$ cat src/rtl/branch_update_unit.sv
// rtl/branch_update_unit.sv - branch resolution compare, fetch redirect and predictor update FIFO
// Optional feature macro: BRANCH_UPDATE_STATS_EN (adds stat_branches / stat_mispredicts counters)
module branch_update_unit #(
  parameter int DEPTH = 4,
  parameter int BHR_W = 4
) (
  input  logic              clk,
  input  logic              resetn,
  input  logic              res_valid,
  output logic              res_ready,
  input  logic [31:0]       res_pc,
  input  logic [1:0]        res_type,
  input  logic              res_cond,
  input  logic              res_taken,
  input  logic [31:0]       res_target,
  input  logic              res_pred_taken,
  input  logic [31:0]       res_pred_target,
  input  logic [BHR_W-1:0]  res_bhr,
  output logic              redirect_valid,
  output logic [31:0]       redirect_pc,
  output logic              upd_valid,
  input  logic              upd_ready,
  output logic [31:0]       upd_pc,
  output logic [31:0]       upd_target,
  output logic [31:0]       upd_ret_addr,
  output logic [1:0]        upd_type,
  output logic              upd_branch_en,
  output logic              upd_taken,
  output logic [BHR_W-1:0]  upd_bhr,
  output logic              upd_mispredict
`ifdef BRANCH_UPDATE_STATS_EN
  ,
  output logic [31:0]       stat_branches,
  output logic [31:0]       stat_mispredicts
`endif
);

  localparam int AW = $clog2(DEPTH);

  typedef struct packed {
    logic [31:0]      pc;
    logic [31:0]      target;
    logic [1:0]       br_type;
    logic             branch_en;
    logic             taken;
    logic [BHR_W-1:0] bhr;
    logic             mispredict;
  } entry_t;

  entry_t      mem [DEPTH];
  entry_t      in_entry;
  entry_t      head;
  logic [AW:0] wr_ptr;
  logic [AW:0] rd_ptr;
  logic        full;
  logic        empty;
  logic        push;
  logic        pop;
  logic        eff_taken;
  logic        mispredict;
  logic [31:0] corrected_pc;

  // Resolve the branch: unconditional kinds are always taken; compare against the prediction
  always_comb begin
    eff_taken    = res_cond ? res_taken : 1'b1;
    mispredict   = (eff_taken != res_pred_taken) ||
                   (eff_taken && (res_target != res_pred_target));
    corrected_pc = eff_taken ? res_target : (res_pc + 32'd4);
    in_entry.pc         = res_pc;
    in_entry.target     = res_target;
    in_entry.br_type    = res_type;
    in_entry.branch_en  = res_cond;
    in_entry.taken      = eff_taken;
    in_entry.bhr        = res_bhr;
    in_entry.mispredict = mispredict;
  end

  // FIFO status and handshakes; a full FIFO refuses the push even when popping this cycle
  always_comb begin
    empty     = (wr_ptr == rd_ptr);
    full      = (wr_ptr[AW] != rd_ptr[AW]) && (wr_ptr[AW-1:0] == rd_ptr[AW-1:0]);
    res_ready = !full;
    push      = res_valid && !full;
    pop       = !empty && upd_ready;
  end

  // Pointer register; reset empties the queue immediately
  always_ff @(posedge clk or negedge resetn) begin
    if (!resetn) begin
      wr_ptr <= '0;
      rd_ptr <= '0;
    end else begin
      if (push) wr_ptr <= wr_ptr + (AW+1)'(1);
      if (pop)  rd_ptr <= rd_ptr + (AW+1)'(1);
    end
  end

  // Entry storage; contents are only observable through the empty-gated head below
  always_ff @(posedge clk) begin
    if (push) mem[wr_ptr[AW-1:0]] <= in_entry;
  end

  // Head presentation: zeroed while empty so no stale or partial entry is ever shown
  always_comb begin
    head           = empty ? '0 : mem[rd_ptr[AW-1:0]];
    upd_valid      = !empty;
    upd_pc         = head.pc;
    upd_target     = head.target;
    upd_ret_addr   = empty ? 32'd0 : (head.pc + 32'd4);
    upd_type       = head.br_type;
    upd_branch_en  = head.branch_en;
    upd_taken      = head.taken;
    upd_bhr        = head.bhr;
    upd_mispredict = head.mispredict;
  end

  // One-cycle redirect pulse; the pc holds its last value between redirects
  always_ff @(posedge clk or negedge resetn) begin
    if (!resetn) begin
      redirect_valid <= 1'b0;
      redirect_pc    <= 32'd0;
    end else begin
      redirect_valid <= push && mispredict;
      if (push && mispredict) redirect_pc <= corrected_pc;
    end
  end

`ifdef BRANCH_UPDATE_STATS_EN
  // Saturating resolution and mispredict counters
  always_ff @(posedge clk or negedge resetn) begin
    if (!resetn) begin
      stat_branches    <= 32'd0;
      stat_mispredicts <= 32'd0;
    end else begin
      if (push && (stat_branches != 32'hFFFF_FFFF))
        stat_branches <= stat_branches + 32'd1;
      if (push && mispredict && (stat_mispredicts != 32'hFFFF_FFFF))
        stat_mispredicts <= stat_mispredicts + 32'd1;
    end
  end
`endif

endmodule

$ cat config.mk
export PLATFORM = sky130hd
export DESIGN_NAME = branch_update_unit
export DESIGN_NICKNAME = d
export VERILOG_FILES = /design/src/rtl/branch_update_unit.sv
export SDC_FILE = /design/constraint.sdc
export NUM_CORES = 1
export LEC_CHECK = 0
export CAP_MARGIN = 20
export CORE_ASPECT_RATIO = 1.2
export CORE_MARGIN = 3
export CORE_UTILIZATION = 42
export DETAILED_ROUTE_END_ITERATION = 12
export PLACE_DENSITY = 0.67
export SLEW_MARGIN = 10
export SYNTH_ARGS = -nofsm -noshare
export SYNTH_HDL_FRONTEND = slang
export SYNTH_SLANG_ARGS = --single-unit
$ cat constraint.sdc
create_clock -name clk -period 8.5 [get_ports clk]
set_clock_uncertainty 0.05 [all_clocks]
set_input_delay 2.125 -clock clk [delete_from_list [all_inputs] [get_ports clk]]
set_output_delay 2.125 -clock clk [all_outputs]
set_load 0.01 [all_outputs]
==> flow_metrics.tcl <==
set metrics [dict create \
    design_area_sq_um 18710 \
    placeableCoreArea_sq_um 34260 \
    holdWs_ns 0.4600 \
    syn_nets 1022 \
    drive_gt1_frac 0.1598 \
    io_pins 249 \
    n_antenna_cell 0 \
    hold_path.class "register to register" \
    initial_core_util 0.4287 \
    ir_worst_vdd_mv 0.2467 \
    power.density_nw_per_um2 392.1 \
    synth_top_area_share 0.5971 \
    dp_cells 1582 \
    fin_tns_setup_ns 0 \
    drt_iter0_drc 522 \
    hp-start "redirect_pc[9]" \
    clockBufferDepth 3 \
    ant_nets 0 \
    synthToLayoutAreaGrowth_pct 27.42 \
    die_w_um 176.7 \
    clock-sinks 331 \
    relSlewSlack 0.2481 \
    track_usage 0.1977 \
    min_period_ns 6.812 \
    portBuffers 248 \
    crit_type "register to primary output" \
    post_cts_buffers 0 \
    firstDrtPassIters 7 \
    grtUsageMet1 0.2742 \
    final_hold_viol_count 0 \
    p_total_w 0.007336 \
    seq_area_frac_synth 0.6635 \
    final_cells 1639 \
    total_leakage_power_nw 6.311 \
    netlist_area_sq_um 14690 \
    path_max_fanout 41 \
    synth_warnings 0 \
    hold_path_end "redirect_pc[9]" \
    htreeDepth 1 \
    cts_tree "built" \
    cts_inserted_buffers 31 \
    grt_first_pass_wirelength_mm 55.75 \
    top_usage_layer "met2" \
    r2r_setup_slack_ns 4.99 \
    ys_ff_latch 331 \
    min_period_over_period 0.8014 \
    cts-hold-fix-buffers 0 \
    use_met3 0.02301 \
    tightest_slew_ns 1.118 \
    routed_wl_mm 37.06 \
    synth_top_cell_by_area "edfxtp_1" \
    antenna_found_initial 0 \
    slew_viol_final 0 \
    fp-row-count 74 \
    synthCells 906 \
    dr_total_vias 8726 \
    clock_latency_ns 0.55 \
    dp_hpwl_mm 24.89 \
    root_buffer "clkbuf_16" \
    die_height_um 210.8 \
    synth_cell_types 49 \
    final-setup-viol-count 0 \
    cts_resized 0 \
    rr_worst_depth 7 \
    grt_pass1_vias 9085 \
    end_kind "primary output" \
    num-nets-final 1275 \
    grt_max_degree 66 \
    overflow 0 \
    wl_per_cell_um 22.61 \
    maxCapViolations 0 \
    startpoint_type "register" \
    rsz0062_at_grt "false" \
    required_ns 6.33 \
    min_path_cells 1 \
    crit_arrival_ns 4.64 \
    netlist_top_cells_area "edfxtp_1 60%, mux4_2 10%, dfrtp_1 6.6%" \
    r2r-start "rd_ptr[0]" \
    avgSynthCellArea_sq_um 16.21 \
    gp_congestion 0.8791 \
    via_per_inst 5.324 \
    cts.clk_slew.worst_paths_ns 0.06 \
    fmax_mhz 146.8 \
    place_area_sq_um 17660 \
    reg2reg_to "redirect_pc[16]" \
    dieArea_sq_um 37250 \
    met2_usage 0.3397 \
    status "complete, no violations" \
    drc_errors 0 \
]
[report_power, final]
| group | internal (W) | switching, W | total, W |
|---|---|---|---|
| logic | 0.00183 | 0.00166 | 0.00349 |
| clock network | 0.000847 | 0.000578 | 0.00143 |
| registers | 0.00222 | 0.000197 | 0.00242 |
| total | 0.00490 | 0.00244 | 0.00734 |
[worst max-delay path, stage by stage, from the launching register on]
cell and delay, ns:
dfrtp_4 0.96, xor2_2 0.44, nor3_2 0.10, inv_2 0.16, and2_1 0.17, ha_1 0.18
and3_1 0.25, nand3_4 0.15, or4_4 0.57, or3_1 0.36, a21oi_1 0.14, clkdlybuf4s50_1 0.55
[cells in the final DEF, fill, tap and decap left out, types with 3 or more instances in the layout]
cell type          n
o31ai_1            3
buf_4             12
o21ai_0           29
nand3_1           19
edfxtp_1         292
a21oi_1           12
mux4_2            67
clkbuf_16         31
and2_1            67
nand2_1           58
mux2_2            37
clkinv_2          10
mux4_1             5
nor2_1            41
o31a_2             3
dfrtp_1           37
nor4_1            18
clkinv_1           6
inv_1             10
nor3_1            10
bufinv_16          6
ha_1               7
clkbuf_1           3
or3_1              7
clkdlybuf4s50_1  247
xor2_1            54
and3_4             5
and3_1            11
nand4_1           18
xnor2_1           25
[worst max path at each step]
stage / startpoint / endpoint / slack, ns
3_3_place_gp: rd_ptr[0] / upd_ret_addr[26] / 2.21
4_1_cts: rd_ptr[0] / upd_ret_addr[24] / 1.56
6_report: rd_ptr[0] / upd_ret_addr[26] / 1.69
2_1_floorplan: rd_ptr[0] / upd_ret_addr[22] / 2.82
3_5_place_dp: rd_ptr[0] / upd_ret_addr[24] / 2.17
5_1_grt: rd_ptr[0] / upd_ret_addr[26] / 1.35
[area by class of cell]
| type | instances | area (sq um) |
|---|---|---|
| multi-input combinational | 522 | 4717 |
| clock buffer | 34 | 787.0 |
| clock inverter | 23 | 267.8 |
| fill | 2814 | 15550 |
| tap | 456 | 570.5 |
| timing repair buffer | 260 | 2567 |
| inverter | 13 | 50.05 |
| sequential | 331 | 9752 |
[synth_stat cells, drive strengths merged]
| library cell | n |
|---|---|
| buf | 16 |
| or4 | 4 |
| or3b | 1 |
| o41ai | 1 |
| nor4 | 18 |
| nand3 | 21 |
| xor2 | 57 |
| o21ai | 29 |
| nor2 | 41 |
| edfxtp | 292 |
| a21oi | 12 |
| mux2i | 2 |
| nand4bb | 1 |
| or4b | 1 |
| clkinv | 2 |
| and3 | 16 |
| o211ai | 2 |
| nand4 | 18 |
| or3 | 7 |
| nand2 | 59 |
| clkbuf | 24 |
| nor3 | 11 |
| and4bb | 1 |
| and4 | 2 |
| o31a | 4 |
| ha | 7 |
| o31ai | 4 |
| and2 | 67 |
| or2b | 1 |
| mux2 | 37 |
| mux4 | 72 |
| inv | 11 |
| dfrtp | 39 |
| xnor2 | 25 |
| nor2b | 1 |
[cell families after synthesis]
family,synth area share
DFF,0.6635
xor gates and xnor gates,0.05121
buffers and inverters,0.01695
and+or+nand+nor,0.1003
adders and majority gates,0.005964
muxes,0.1414
AOI/OAI and AO/OA,0.02062
[layer usage]
layer / share of wire / wire length (um)
met3: 0.051 / 1876
met4: 0.019 / 686
met5: 0 / 0
met2: 0.50 / 18680
met1: 0.43 / 15820
[sequential cells by signal (all words and copies together), names as in the netlist]
name            cells
mem               292
redirect_pc        32
wr_ptr              3
rd_ptr              3
redirect_valid      1
[stage by stage]
| step | util | setup WS [ns] |
|---|---|---|
| after floorplan | - | 2.817 |
| after global placement | 0.5154 | 2.212 |
| after detailed placement | 0.5154 | 2.174 |
| after CTS | 0.5462 | 1.561 |
| after global routing | 0.5462 | 1.349 |
| final | 0.5462 | 1.688 |
Power figures use the tool's default switching activity.
